**config.mk**
```make
export PLATFORM = sky130hd
export DESIGN_NAME = act_unit_scheduler
export DESIGN_NICKNAME = d
export VERILOG_FILES = /design/src/rtl/act_sched_pkg.sv /design/src/rtl/act_rr_arbiter.sv /design/src/rtl/act_unit_scheduler.sv
export SDC_FILE = /design/constraint.sdc
export NUM_CORES = 1
export LEC_CHECK = 0
export ABC_CLOCK_PERIOD_IN_PS = 3100
export CORE_MARGIN = 2
export CORE_UTILIZATION = 40
export DETAILED_ROUTE_END_ITERATION = 8
export PLACE_DENSITY = 0.91
export SLEW_MARGIN = 20
export SYNTH_ARGS = -nofsm -noshare
export SYNTH_HDL_FRONTEND = slang
export SYNTH_SLANG_ARGS = --single-unit
```
**constraint.sdc**
```tcl
create_clock -name clk -period 3.1 [get_ports clk]
set_clock_uncertainty 0.1 [all_clocks]
set_input_delay 0.775 -clock clk [delete_from_list [all_inputs] [get_ports clk]]
set_output_delay 0.775 -clock clk [all_outputs]
set_load 0.02 [all_outputs]
```
**src/rtl/act_sched_pkg.sv**
```systemverilog
// Shared types and constants for the activation-unit scheduler.
// Tags are carried at a fixed 4-bit width so one entry type serves every N up to 16.
package act_sched_pkg;
  localparam int Z_W_DEF   = 8;
  localparam int PERF_W    = 16;
  localparam int TAG_MAX_W = 4;

  function automatic int tag_w(input int n);
    return (n <= 2) ? 1 : $clog2(n);
  endfunction

  typedef struct packed {
    logic                 valid;
    logic [TAG_MAX_W-1:0] tag;
  } tag_entry_t;
endpackage

```
**src/rtl/act_rr_arbiter.sv**
```systemverilog
// Round-robin arbiter: one-hot grant to the first request at or after the pointer,
// wrapping; the pointer advances past the winner only when a grant is issued.
module act_rr_arbiter
  import act_sched_pkg::*;
#(
  parameter int N = 4
) (
  input  logic                 clk,
  input  logic                 rst,
  input  logic                 en,
  input  logic [N-1:0]         req,
  output logic [N-1:0]         grant,
  output logic [TAG_MAX_W-1:0] grant_idx,
  output logic                 hs
);
  localparam int TAG_W = tag_w(N);

  logic [TAG_W-1:0] ptr;
  logic             found;

  // Two passes: indices at/after the pointer first, then the wrapped remainder.
  always_comb begin
    grant     = '0;
    grant_idx = '0;
    found     = 1'b0;
    for (int i = 0; i < N; i++) begin
      if (en && !found && req[i] && (i >= int'(ptr))) begin
        found     = 1'b1;
        grant[i]  = 1'b1;
        grant_idx = TAG_MAX_W'(i);
      end
    end
    for (int i = 0; i < N; i++) begin
      if (en && !found && req[i]) begin
        found     = 1'b1;
        grant[i]  = 1'b1;
        grant_idx = TAG_MAX_W'(i);
      end
    end
  end

  // A grant only ever goes to an asserted request, so any grant is a handshake.
  assign hs = found;

  always_ff @(posedge clk or negedge rst) begin
    if (!rst) begin
      ptr <= '0;
    end else if (hs) begin
      ptr <= (grant_idx == TAG_MAX_W'(N - 1)) ? '0 : TAG_W'(grant_idx + TAG_MAX_W'(1));
    end
  end
endmodule

```
**src/rtl/act_unit_scheduler.sv**
```systemverilog
// Time-shares one activation unit among N requesters: issue register, latency-matched
// tag pipe and response register. ACT_SCHED_PERF_EN adds a saturating grant counter.
module act_unit_scheduler
  import act_sched_pkg::*;
#(
  parameter int N       = 4,
  parameter int ACT_LAT = 0,
  parameter int Z_W     = Z_W_DEF
) (
  input  logic             clk,
  input  logic             rst,
  input  logic             en,
  input  logic [N-1:0]     req_valid,
  output logic [N-1:0]     req_ready,
  input  logic [N*Z_W-1:0] req_z,
  output logic [Z_W-1:0]   act_z_value,
  input  logic [Z_W-1:0]   act_a,
  output logic [N-1:0]     rsp_valid,
  output logic [Z_W-1:0]   rsp_a,
  output logic             busy
`ifdef ACT_SCHED_PERF_EN
  ,
  input  logic             perf_clr,
  output logic [PERF_W-1:0] perf_grants
`endif
);
  logic [TAG_MAX_W-1:0] grant_idx;
  logic                 hs;
  logic [Z_W-1:0]       z_sel;
  logic [N-1:0]         aln_onehot;
  logic                 pipe_busy;
  tag_entry_t           iss_e;
  tag_entry_t           aln_e;

  act_rr_arbiter #(.N(N)) u_arb (
    .clk       (clk),
    .rst       (rst),
    .en        (en),
    .req       (req_valid),
    .grant     (req_ready),
    .grant_idx (grant_idx),
    .hs        (hs)
  );

  always_comb begin
    z_sel = '0;
    for (int i = 0; i < N; i++) begin
      if (req_ready[i]) z_sel = req_z[i*Z_W +: Z_W];
    end
  end

  // act_z_value keeps its last value when nothing is issued.
  always_ff @(posedge clk or negedge rst) begin
    if (!rst) begin
      iss_e       <= '0;
      act_z_value <= '0;
    end else begin
      iss_e <= {hs, grant_idx};
      if (hs) act_z_value <= z_sel;
    end
  end

  // The entry presented alongside act_a is the issue entry delayed by ACT_LAT cycles.
  generate
    if (ACT_LAT == 0) begin : g_no_pipe
      assign aln_e     = iss_e;
      assign pipe_busy = 1'b0;
    end else begin : g_pipe
      tag_entry_t pipe [ACT_LAT];

      always_ff @(posedge clk or negedge rst) begin
        if (!rst) begin
          for (int k = 0; k < ACT_LAT; k++) pipe[k] <= '0;
        end else begin
          pipe[0] <= iss_e;
          for (int k = 1; k < ACT_LAT; k++) pipe[k] <= pipe[k-1];
        end
      end

      always_comb begin
        pipe_busy = 1'b0;
        for (int k = 0; k < ACT_LAT; k++) pipe_busy = pipe_busy | pipe[k].valid;
      end

      assign aln_e = pipe[ACT_LAT-1];
    end
  endgenerate

  always_comb begin
    aln_onehot = '0;
    for (int i = 0; i < N; i++) begin
      if (aln_e.tag == TAG_MAX_W'(i)) aln_onehot[i] = 1'b1;
    end
  end

  always_ff @(posedge clk or negedge rst) begin
    if (!rst) begin
      rsp_valid <= '0;
      rsp_a     <= '0;
    end else begin
      rsp_valid <= aln_e.valid ? aln_onehot : '0;
      if (aln_e.valid) rsp_a <= act_a;
    end
  end

  assign busy = iss_e.valid | pipe_busy;

`ifdef ACT_SCHED_PERF_EN
  always_ff @(posedge clk or negedge rst) begin
    if (!rst) begin
      perf_grants <= '0;
    end else if (perf_clr) begin
      perf_grants <= '0;
    end else if (hs && (perf_grants != '1)) begin
      perf_grants <= perf_grants + PERF_W'(1);
    end
  end
`endif
endmodule

```
After elaboration in Yosys (flattened, before gate mapping)
Index checks and enable logic that the tools add are counted.

Flip-flop bits (word level): 27. Bits of input ports: 47. Output and inout bits: 25. Word-level logic and storage cells: 72.

Add/subtract/negate cells: 1. Magnitude comparators: 3. Equal/unequal tests: 4. Mux-type cells: 32. Reductions and logical operators: 26.

Operator list (count): 8-bit 2-to-1 mux (4); 1-bit 2-to-1 mux (20); 1-bit logical AND (18); 2-bit 2-to-1 mux (7); 4-bit by 2-bit == test with 1-bit output, second input constant (2); 1-bit zero test (7); 4-bit by 1-bit == test with 1-bit output, second input constant (1); 1-bit by 2-bit >= comparator with 1-bit output, first input constant (2); 4-bit zero test (1); 4-bit 2-to-1 mux (1); 2-bit by 1-bit adder with 2-bit output, second input constant (1); 2-bit == test, second input constant (1); 2-bit >= comparator, first input constant (1).

Depth between registers and ports, before layout
Gate-level depths: netlist of run 1.

Word-level depth: 35. Gate-level depth with buffers: 6. Gate-level depth less buffers: 5.

Hierarchy
From an unflattened synthesis of run 1, not the netlist that was laid out.

Cell total of the unflattened synthesis: 133. Area total of the unflattened synthesis: 1435.1 um2.

By module, submodules not included: act_unit_scheduler (times used 1, cells an instance 97, area an instance 1176.1 um2, seq. area each 625.6 um2); act_rr_arbiter (times used 1, cells an instance 36, area an instance 259.0 um2, seq. area each 50.0 um2).

Least setup slack after synthesis of run 1
Ideal clock, no wire load.

Path type: input -> output. Start: input port req_valid[3]. End: output port req_ready[2]. Arrival: 1.537 ns. Required time: 2.225 ns. Setup slack: 0.688 ns. Stages on the path: 4. Path buffers: 0. Cell sequence: o21a_1 > a21oi_2 > nand2_1 > inv_1.

Longest elaborated chain between the ends: 14.

RTL lines: start, declared (RTL line act_unit_scheduler.sv:13) `input logic [N-1:0] req_valid,`; 1-bit logical AND * (RTL line act_rr_arbiter.sv:27) `if (en && !found && req[i] && (i >= int'(ptr))) begin`; 1-bit 2-to-1 mux * (RTL line act_rr_arbiter.sv:27); 1-bit zero test (RTL line act_rr_arbiter.sv:34) `if (en && !found && req[i]) begin`; 1-bit logical AND (2 in series) (RTL line act_rr_arbiter.sv:34); 1-bit 2-to-1 mux * (RTL line act_rr_arbiter.sv:34); 1-bit zero test (RTL line act_rr_arbiter.sv:34); 1-bit logical AND (2 in series) (RTL line act_rr_arbiter.sv:34); 1-bit 2-to-1 mux * (RTL line act_rr_arbiter.sv:34); 1-bit zero test * (RTL line act_rr_arbiter.sv:34); 1-bit logical AND * (2 in series) (RTL line act_rr_arbiter.sv:34); 1-bit 2-to-1 mux * (RTL line act_rr_arbiter.sv:34); end, declared (RTL line act_unit_scheduler.sv:14) `output logic [N-1:0] req_ready,`.

Every way passes the cells marked *; elsewhere a longest branch is shown, timed or not.

Final worst setup path of run 1
Start: input port req_valid[1]. End: output port req_ready[0].

Longest elaborated chain between the ends: 16.

RTL lines (RTL line): 1-bit logical AND * (2 in series) (act_rr_arbiter.sv:27); 1-bit 2-to-1 mux * (act_rr_arbiter.sv:27); 1-bit zero test (act_rr_arbiter.sv:27); 1-bit logical AND (3 in series) (act_rr_arbiter.sv:27); 1-bit 2-to-1 mux * (act_rr_arbiter.sv:27); 1-bit zero test (act_rr_arbiter.sv:27); 1-bit logical AND (2 in series) (act_rr_arbiter.sv:27); 1-bit 2-to-1 mux * (act_rr_arbiter.sv:27); 1-bit zero test * (act_rr_arbiter.sv:34); 1-bit logical AND * (2 in series) (act_rr_arbiter.sv:34); 1-bit 2-to-1 mux * (act_rr_arbiter.sv:34).

Marked as above.

==> metrics, run 1 <==
post-placement cell count=220; Setup-failing EPs final=0; P&R area growth vs syn=68.2%; worst stage delay on the critical path=530 ps; layout filler cell count=232; status=finished clean; first-pass GRT wire length=5330 um; total congestion overflow=0; fmax=331 MHz; DP Worst Slack=-208 ps; Pwr Density=442 mW/mm^2; top-area cell type share of the netlist area=50.3%; final cycle utilization of the critical path=97.5%; starting density of the core=41.5%; Wirelength per Cell=15.4 um; vias per cell=5.40; Post-Layout Inst Area=0.00209 sq mm; largest net degree at the start of global routing=26; Post-CTS Resized=4; max cap viols=0; GR Util All Layers=20.0%; Antenna Nets Post-Route=0; Synth Instances=105; Syn Nets=152; Final Non-Filler Cells=224; row count=20; pin slew with the least headroom to its limit=402 ps; crit-path cells=clkdlybuf4s50_1 > nor2_1 > o311a_1 > and2_1 > dlygate4sd2_1; number of flops mapped to enable cells by yosys=0; Final min period=3020 ps; most common cell in the netlist=dfrtp_1; initial DRC count=42; Max Fanout on Critical Path=3; Commonest cells post-synth=dfrtp_1 (25), a32oi_1 (16), nand3_1 (16); core area=0.00300 sq mm; switching share of total power=32.8%; CP startpoint kind=input port; Yosys reg bits=25; post-CTS setup buffer count=0; initial antenna violation count=0; final hold viol count=0; setup slack after layout=77.8 ps; WP data arrival=2150 ps; Synth Area per Inst=11.9 sq um; clk sinks=25; Clk Latency, worst-skew pair=310 ps; Chip Width=59.8 um; io pins=72; vias in the first global route=1221; die area=0.00357 sq mm; Flop pwr share=44.6%; final net count=239; Inserted Diodes=0; Max VDD drop=0.203 mV; Synth area leaders=dfrtp_1 (50%), a32oi_1 (11%), mux2_2 (7.2%), nand3_1 (6.4%), buf_6 (3.6%); Final Wtd Congestion=0.856; static leakage=0.931 nW; critical path endpoint category=output pin; number of detailed-route iterations in the first pass=4; Internal=0.623 mW; max-slew violation count=0; Crit Path Category=input port to output pin; worst min-delay path class=flop to flop; ys flop type=dfrtp_1; drc violations=0; WHS=382 ps; RSZ-0062 raised after global routing=no; CTS tree=yes; Post-DP Area=0.00207 sq mm; part of the power in the clock network=15.2%; CTS Buf Count=3; root buffer cell=clkbuf_4; logic gate share of total power=40.1%; CTS hold repair buffers=0; drt total wl=3460 um; Port Buffers=71; synth warn=0; Clock Pin Slew Worst Setup and Hold Paths=130 ps; Post-synth ARST share=100%; Mapped Area=0.00124 sq mm; Slowest cell on crit path=clkdlybuf4s50_1; share of layout cells above drive strength 1=20.4%; CTS H-tree depth=1; Die H=59.8 um; post-synthesis sequential area ratio=50.3%; switching power=0.304 mW; Yosys cell types=32; CP Data Required Time=2220 ps; hpwl dp=2780 um; Max Buffers Root-to-Sink=2; vias=1209; Synth area leader=dfrtp_1; Rel. slew slack=73.2%
==> cell usage in the layout (no fill, tap or decap) <==
| cell | instances |
|---|---|
| or2_1 | 1 |
| o211a_1 | 1 |
| a21oi_2 | 1 |
| buf_4 | 17 |
| o21a_1 | 1 |
| clkbuf_4 | 3 |
| o41ai_2 | 1 |
| o31ai_4 | 1 |
| a21o_1 | 1 |
| a21oi_1 | 1 |
| dlygate4sd2_1 | 3 |
| and3_1 | 1 |
| mux2_2 | 8 |
| inv_1 | 2 |
| nor3b_1 | 1 |
| and2_1 | 1 |
| a32oi_1 | 16 |
| a211oi_2 | 1 |
| dfrtp_1 | 25 |
| o311a_1 | 1 |
| and2b_1 | 1 |
| clkdlybuf4s50_1 | 66 |
| nor2_1 | 2 |
| clkinv_2 | 1 |
| nand3_1 | 16 |
| clkdlybuf4s15_1 | 1 |
| inv_2 | 1 |
| nand2_4 | 1 |
| inv_4 | 1 |
| o21ai_2 | 1 |
| and3b_1 | 1 |
| nor2b_1 | 2 |
| nand2_1 | 7 |
| o22ai_2 | 1 |
| o2bb2ai_2 | 1 |
| dlymetal6s2s_1 | 1 |
==> through the flow <==
| step | power [mW] | setup TNS, ps | util, % |
|---|---|---|---|
| after floorplan | 0.592 | 0 | - |
| after global placement | 0.784 | -643 | 68.9 |
| after detailed placement | 0.798 | -796 | 68.9 |
| after CTS | 0.935 | 0 | 69.6 |
| after global routing | 0.977 | 0 | 69.8 |
| final | 0.927 | 0 | 69.8 |
==> worst max-delay path: cells and delay by family <==
family,cells,cell delay [ps]
buffers and inverters,2,840
AOI/OAI and AO/OA,1,300
and+or+nand+nor,2,230
==> metal layers <==
layer | global-route usage (%) | routed length, um | part of all wire, %
met5 | 0 | 0 | 0
met4 | 6.03 | 47 | 1.4
met1 | 22.5 | 1360 | 39
met3 | 4.33 | 269 | 7.8
met2 | 37.3 | 1780 | 52
==> sequential cells by signal, summed over array words and instances, names as in the netlist <==
signal / flops
u_arb.ptr: 2
rsp_valid: 4
rsp_a: 8
busy: 1
act_z_value: 8
aln_e: 2
==> kinds of logic after synthesis <==
group | share of synthesized area (%)
AOI/OAI and AO/OA | 22.1
buffers and inverters | 5.93
DFF | 50.3
muxes | 7.24
and+or+nand+nor | 14.5
==> final timing paths <==
check / start / to / slack (ps) / depth (start not counted)
min: aln_e[0] / rsp_valid[0] / 380 / 1
max: req_valid[1] / req_ready[0] / 80 / 5
max in group asynchronous: rst / busy / 1930 / 2
min in group asynchronous: rst / rsp_valid[2] / 730 / 2
max reg2reg: u_arb.ptr[0] / act_z_value[4] / 1560 / 5
min reg2reg: aln_e[0] / rsp_valid[0] / 380 / 1
==> power by group through the flow <==
stage	combinational (mW)	clock, mW	sequential (mW)
floorplan	0.130	0	0.461
global placement	0.368	0	0.417
detailed placement	0.377	0	0.421
CTS	0.374	0.146	0.414
global route	0.396	0.161	0.420
finish	0.372	0.141	0.414
==> area by class of cell <==
type | count | area, sq um | share of cell area [%]
Timing Repair Buffer | 88 | 837 | 40.0
Sequential cell | 25 | 626 | 29.9
Multi-Input combinational cell | 70 | 546 | 26.0
Tap cell | 33 | 41.3 | 1.97
Clock buffer | 3 | 22.5 | 1.08
Inverter | 4 | 17.5 | 0.836
Clock inverter | 1 | 5.00 | 0.239
Note: power is estimated with default switching activity, not from simulation.
==> run 2: changes to the inputs <==
- CAP_MARGIN: default -> 40
==> results of run 2 <==
The final DEF is identical to that of run 1; final timing and power are the same.
